--- src/rtl/face_pos_collector.sv ---
// Converts face-position map indices into image (x,y) pairs and buffers them for the host.
// Define DUP_SUPPRESS_EN to skip a result equal to the one most recently written in the frame.
module face_pos_collector #(
  parameter int unsigned MAP_W       = 90,
  parameter int unsigned MAP_H       = 90,
  parameter int unsigned SCALE_SHIFT = 2,
  parameter int unsigned OFFSET      = 11,
  parameter int unsigned IQ_DEPTH    = 4,
  parameter int unsigned DEPTH       = 16
) (
  input  logic                   iClk,
  input  logic                   iReset,
  input  logic                   iStart,
  input  logic                   iPos_valid,
  input  logic [12:0]            iPosition,
  input  logic                   iEnd,
  input  logic                   iRd,
  output logic [31:0]            oData,
  output logic                   oEmpty,
  output logic [$clog2(DEPTH):0] oCount,
  output logic                   oBusy,
  output logic                   oDone,
  output logic                   oOverflow,
  output logic                   oRange_err
);

  localparam int unsigned IDX_W  = 13;
  localparam int unsigned REM_W  = $clog2(MAP_W) + 1;
  localparam int unsigned STEP_W = $clog2(IDX_W);
  localparam int unsigned IQ_AW  = $clog2(IQ_DEPTH);
  localparam int unsigned AW     = $clog2(DEPTH);
  localparam int unsigned CNT_W  = AW + 1;
  localparam logic [IDX_W:0]   MAP_SIZE = (IDX_W+1)'(MAP_W * MAP_H);
  localparam logic [REM_W-1:0] DIVISOR  = REM_W'(MAP_W);

  typedef enum logic [2:0] {S_IDLE, S_COLLECT, S_DIV, S_WR, S_DONE} state_t;
  state_t state;

  logic [IDX_W-1:0]  iq_mem [IQ_DEPTH];
  logic [IQ_AW-1:0]  iq_wptr, iq_rptr;
  logic [IQ_AW:0]    iq_cnt, iq_cnt_nx;
  logic              end_seen;

  logic [IDX_W-1:0]  quo;
  logic [REM_W-1:0]  rem, rem_sh, rem_nx;
  logic              rem_ge;
  logic [STEP_W-1:0] step;

  logic [31:0]       rb_mem [DEPTH];
  logic [AW-1:0]     rb_wptr, rb_rptr, rb_rptr_nx;
  logic [CNT_W-1:0]  rb_cnt_nx, rb_remain;
  logic [15:0]       x_pix, y_pix;
  logic [31:0]       wr_data, head_nx;

  logic cap_ok, in_range, iq_full, div_start, iq_push, iq_drop, range_hit;
  logic rb_full, rb_pop, rb_push, rb_ovf, is_dup, busy_nx;

  // Input capture; the divider takes the queue head on entry to DIV, so the
  // queue holds IQ_DEPTH positions waiting behind the one being converted.
  always_comb begin
    cap_ok    = iPos_valid && !end_seen &&
                (state == S_COLLECT || state == S_DIV || state == S_WR);
    in_range  = {1'b0, iPosition} < MAP_SIZE;
    iq_full   = iq_cnt == (IQ_AW+1)'(IQ_DEPTH);
    div_start = (state == S_COLLECT) && (iq_cnt != '0);
    iq_push   = cap_ok && in_range && (!iq_full || div_start);
    iq_drop   = cap_ok && in_range && iq_full && !div_start;
    range_hit = cap_ok && !in_range;
    iq_cnt_nx = iq_cnt + (IQ_AW+1)'(iq_push) - (IQ_AW+1)'(div_start);
  end

  // One restoring-division step per cycle; quo shifts the dividend out and the quotient in.
  always_comb begin
    rem_sh  = {rem[REM_W-2:0], quo[IDX_W-1]};
    rem_ge  = rem_sh >= DIVISOR;
    rem_nx  = rem_ge ? rem_sh - DIVISOR : rem_sh;
    x_pix   = (16'(rem) << SCALE_SHIFT) + 16'(OFFSET);
    y_pix   = (16'(quo) << SCALE_SHIFT) + 16'(OFFSET);
    wr_data = {x_pix, y_pix};
  end

`ifdef DUP_SUPPRESS_EN
  logic [31:0] last_data;
  logic        last_vld;

  always_ff @(posedge iClk or posedge iReset) begin
    if (iReset) begin
      last_data <= '0;
      last_vld  <= 1'b0;
    end else if (iStart) begin
      last_data <= '0;
      last_vld  <= 1'b0;
    end else if (rb_push) begin
      last_data <= wr_data;
      last_vld  <= 1'b1;
    end
  end

  assign is_dup = last_vld && (last_data == wr_data);
`else
  assign is_dup = 1'b0;
`endif

  // Result buffer bookkeeping; a same-cycle pop frees the slot the push needs.
  always_comb begin
    rb_pop     = iRd && (oCount != '0);
    rb_full    = oCount == CNT_W'(DEPTH);
    rb_push    = (state == S_WR) && !is_dup && (!rb_full || rb_pop);
    rb_ovf     = (state == S_WR) && !is_dup && rb_full && !rb_pop;
    rb_remain  = oCount - CNT_W'(rb_pop);
    rb_cnt_nx  = rb_remain + CNT_W'(rb_push);
    rb_rptr_nx = rb_rptr + AW'(rb_pop);
    if (rb_cnt_nx == '0)      head_nx = '0;
    else if (rb_remain == '0) head_nx = wr_data;
    else                      head_nx = rb_mem[rb_rptr_nx];
    busy_nx    = div_start || (state == S_DIV) || (iq_cnt_nx != '0);
  end

  always_ff @(posedge iClk) begin
    if (iq_push) iq_mem[iq_wptr] <= iPosition;
    if (rb_push) rb_mem[rb_wptr] <= wr_data;
  end

  always_ff @(posedge iClk or posedge iReset) begin
    if (iReset) begin
      state      <= S_IDLE;
      iq_wptr    <= '0;
      iq_rptr    <= '0;
      iq_cnt     <= '0;
      end_seen   <= 1'b0;
      quo        <= '0;
      rem        <= '0;
      step       <= '0;
      rb_wptr    <= '0;
      rb_rptr    <= '0;
      oCount     <= '0;
      oEmpty     <= 1'b1;
      oData      <= '0;
      oBusy      <= 1'b0;
      oDone      <= 1'b0;
      oOverflow  <= 1'b0;
      oRange_err <= 1'b0;
    end else if (iStart) begin
      state      <= S_COLLECT;
      iq_wptr    <= '0;
      iq_rptr    <= '0;
      iq_cnt     <= '0;
      end_seen   <= 1'b0;
      quo        <= '0;
      rem        <= '0;
      step       <= '0;
      rb_wptr    <= '0;
      rb_rptr    <= '0;
      oCount     <= '0;
      oEmpty     <= 1'b1;
      oData      <= '0;
      oBusy      <= 1'b0;
      oDone      <= 1'b0;
      oOverflow  <= 1'b0;
      oRange_err <= 1'b0;
    end else begin
      if (iq_push)   iq_wptr <= iq_wptr + IQ_AW'(1);
      if (div_start) iq_rptr <= iq_rptr + IQ_AW'(1);
      iq_cnt <= iq_cnt_nx;
      if (iEnd && state != S_IDLE) end_seen <= 1'b1;

      if (rb_push) rb_wptr <= rb_wptr + AW'(1);
      rb_rptr    <= rb_rptr_nx;
      oCount     <= rb_cnt_nx;
      oEmpty     <= rb_cnt_nx == '0;
      oData      <= head_nx;
      oBusy      <= busy_nx;
      oOverflow  <= oOverflow | iq_drop | rb_ovf;
      oRange_err <= oRange_err | range_hit;

      case (state)
        S_COLLECT: begin
          if (div_start) begin
            quo   <= iq_mem[iq_rptr];
            rem   <= '0;
            step  <= '0;
            state <= S_DIV;
          end else if (end_seen) begin
            state <= S_DONE;
            oDone <= 1'b1;
          end
        end
        S_DIV: begin
          quo  <= {quo[IDX_W-2:0], rem_ge};
          rem  <= rem_nx;
          step <= step + STEP_W'(1);
          if (step == STEP_W'(IDX_W - 1)) state <= S_WR;
        end
        S_WR:    state <= S_COLLECT;
        default: ;
      endcase
    end
  end

endmodule
--- config.mk ---
export PLATFORM = sky130hd
export DESIGN_NAME = face_pos_collector
export DESIGN_NICKNAME = d
export VERILOG_FILES = /design/src/rtl/face_pos_collector.sv
export SDC_FILE = /design/constraint.sdc
export NUM_CORES = 1
export LEC_CHECK = 0
export CORE_ASPECT_RATIO = 1.2
export CORE_MARGIN = 5
export CORE_UTILIZATION = 35
export CTS_BUF_LIST = sky130_fd_sc_hd__clkbuf_4 sky130_fd_sc_hd__clkbuf_8
export CTS_CLUSTER_SIZE = 30
export DETAILED_ROUTE_END_ITERATION = 7
export PLACE_DENSITY = 0.48
export SLEW_MARGIN = 15
export SYNTH_ARGS = -nofsm -noshare
export SYNTH_HDL_FRONTEND = slang
export SYNTH_SLANG_ARGS = --single-unit
--- constraint.sdc ---
create_clock -name iClk -period 6.7 [get_ports iClk]
set_input_delay 0.67 -clock iClk [delete_from_list [all_inputs] [get_ports iClk]]
set_output_delay 0.67 -clock iClk [all_outputs]
set_load 0.1 [all_outputs]
==> metrics.yaml <==
outcome: "complete, no violations"
cts_made_buffers: 82
worst_ep_required_time_ns: 7.18
fp.dieH_um: 275
slowest_delay_ns: 0.62
port_buffers: 55
wl_per_cell_um: 24.1
slew_headroom: 0.233
timing.fmax_ghz: 0.257
holdBufCountCts: 0
root_buffer: "clkbuf_8"
yosysTopAreaCell: "edfxtp_1"
grtUsageTotal: 0.155
die-width_um: 231
cp_common_cell: "ha_1"
ys_types: 67
drt_iter0_drc: 514
synthSimpleGateAreaFrac: 0.0411
total_leakage_power_nw: 8.42
maxCapViolations: 0
antenna_found_initial: 2
grt_pass1_vias: 11189
ys_async_sr_fraction: 0.157
grt-ovfl-total: 0
postRouteAntennaNets: 0
reg2reg_to: "oData[2]"
initial_utilization: 0.352
num-fill-cells: 5227
cpMaxStageDelayCell: "a21o_1"
rows: 97
fin_tns_setup_ns: 0
clockBufferDepth: 3
avgSynthCellArea_um2: 18.7
pin_count: 61
maxSlewViolCount: 0
synth_top_family_by_area: "multiplexers"
synth.area.top_cells: "edfxtp_1, mux4_2, dfrtp_1"
cts_sinks: 498
crit_family: "compound AO/OA/AOI/OAI gates"
die-area_um2: 63400
hold-worst-slack_ns: 0.453
crit_chain: "or4_1 > nor2_1 > nor2_1 > ha_1 > ha_1 > inv_1 > ha_1 > inv_1 > a221oi_1 > o2111a_1 > a21o_1 > buf_4 > a211oi_2"
cts.htree.levels: 3
skew_ns: 0.0332
finalHoldViolCount: 0
clock_latency_ns: 0.64
grt_max_degree: 49
p_int_mw: 6.73
rsz0062_at_grt: "no"
synth_top_cell_area_share: 0.617
fin_nets: 1239
setup_violations: 0
synth_edf_count: 420
path_buf_inv: 3
post-route-util: 0.406
drt_pre_antenna_iters: 4
coreArea_um2: 58100
grt_pass1_wl_um: 72600
synth_xor_area_frac: 0.0149
worstMarginPinSlew_ns: 1.15
critPathLaunchType: "flip-flop"
min_period_ns: 3.89
end_kind: "flip-flop"
min_path_type: "primary input to async pin"
p_sw_mw: 3.77
p_clk_frac: 0.258
combPwrFrac: 0.363
cp.arrival_ns: 4.37
drive_gt1_frac: 0.253
post-route-period-util: 0.581
yosysSeqAreaShare: 0.713
clk_pin_slew_ns: 0.06
cts_resized: 0
cp_max_fo: 11
ys_seq_elements: 498
via_per_inst: 5.10
power_frac_seq: 0.379
synth-compound-area-share: 0.0447
syn-cell-area_um2: 20400
drc_errors: 0
cts_tree: "built"
ir_drop_mv: 0.338
reg2reg_depth: 13
ys.warnings.count: 0
place.gp.congestion: 0.728
rrSetupSlack_ns: 2.81
syn_to_final_growth_pct: 15.4
synthMuxAreaShare: 0.145
reg2reg_from: "oCount[1]"
wl_um: 48500
vias: 10233
power_density_nw_per_um2: 446
ys.flop_type: "edfxtp_1"
synthAdderAreaFrac: 0.0144
dp_hpwl_um: 26500
cp-startpoint: "oCount[1]"
path_class: "flip-flop to flip-flop"
cts_setup_buffers: 0
synthCells: 1092
p_sw_frac: 0.359
-- cells in the mapped netlist (all sizes together), types with 3 or more instances --
cell	count
a211oi	35
a21oi	10
a221o	20
a22o	4
and2	16
and3	3
and4	3
buf	42
clkbuf	21
dfrtp	77
edfxtp	420
ha	22
inv	46
mux2i	60
mux4	105
nand2	24
nand2b	4
nand3	14
nand4	6
nor2	55
nor2b	6
nor3	15
nor3b	3
nor4	3
o2111a	4
o21ai	8
o31ai	3
xnor2	18
xor2	16
-- placed cells by master (no fill, tap or decap), types with 7 or more instances in the layout --
cell             instances
inv_1                   45
edfxtp_1               420
mux2i_1                 60
clkinv_2                 9
and2_1                  15
xnor2_1                 17
a221o_1                 20
mux4_2                 105
nor3_1                  10
nand2_1                 24
clkbuf_8                99
a211oi_2                20
buf_4                   23
nor2_1                  51
clkdlybuf4s50_1         54
a21oi_1                  9
a211oi_1                14
xor2_1                  15
clkbuf_4                35
dfrtp_1                 77
ha_1                    20
nand3_1                 14
clkinv_1                 8
o21ai_0                  7
-- how the worst max path moves through the flow --
stage | endpoint | slack [ns] | cells after the start
2_1_floorplan | rb_mem[4][10] | 2.95 | 4
3_3_place_gp | oData[7] | 2.56 | 13
3_5_place_dp | oData[7] | 2.47 | 11
4_1_cts | oData[7] | 2.77 | 13
5_1_grt | oData[6] | 2.54 | 13
6_report | oData[2] | 2.81 | 13
-- flip-flops by register name (all words and copies together), names as in the netlist --
name,count
iq_cnt,3
iq_wptr,2
oBusy,1
oOverflow,1
rb_wptr,4
iq_mem,52
oRange_err,1
rem,8
oData,24
step,4
rb_mem,368
oEmpty,1
oDone,1
state,3
end_seen,1
quo,13
iq_rptr,2
oCount,5
rb_rptr,4
-- per-stage QoR --
stage	setup WS, ns	cells	power, mW	instance area [µm²]
floorplan	2.95	1096	6.99	20500
global placement	2.56	1855	7.89	21900
detailed placement	2.47	1855	7.92	21900
CTS	2.77	2007	10.7	23600
global route	2.54	2008	11.1	23600
finish	2.81	2008	10.5	23600
-- logic make-up (layout without fill, tap and decap cells) --
group	Yosys count	count (layout)
compound gates	100	100
xor+xnor	34	34
fa+ha+maj	23	23
buf+inv	109	278
flops	498	498
mux	165	165
other cells	1	6
simple gates	162	162
-- routing by layer --
| layer | wire (µm) | GRT usage | vias up |
|---|---|---|---|
| met5 | 0 | 0 | - |
| met3 | 2530 | 0.0334 | 66 |
| met1 | 21100 | 0.206 | 5371 |
| met4 | 859 | 0.0438 | 0 |
| li1 | - | - | 4556 |
| met2 | 24000 | 0.260 | 240 |
-- cell type report --
class	instances	area, µm²	area share
inverters	46	175	0.00743
repair buffers	80	758	0.0322
flip-flops and latches	498	14600	0.618
well taps	742	928	0.0394
clock inverters	18	83.8	0.00355
diodes	1	2.50	0.000106
multi-input cells	489	5440	0.231
clock buffers	134	1630	0.0689
-- power by group through the flow --
stage	Sequential (mW)	Clock [mW]	Combinational, mW
2_1_floorplan	4.48	0	2.50
6_report	3.98	2.71	3.81
3_5_place_dp	4.05	0	3.87
4_1_cts	3.99	2.81	3.88
3_3_place_gp	4.05	0	3.84
5_1_grt	4.02	2.95	4.11
(Power assumes the default switching activity.)
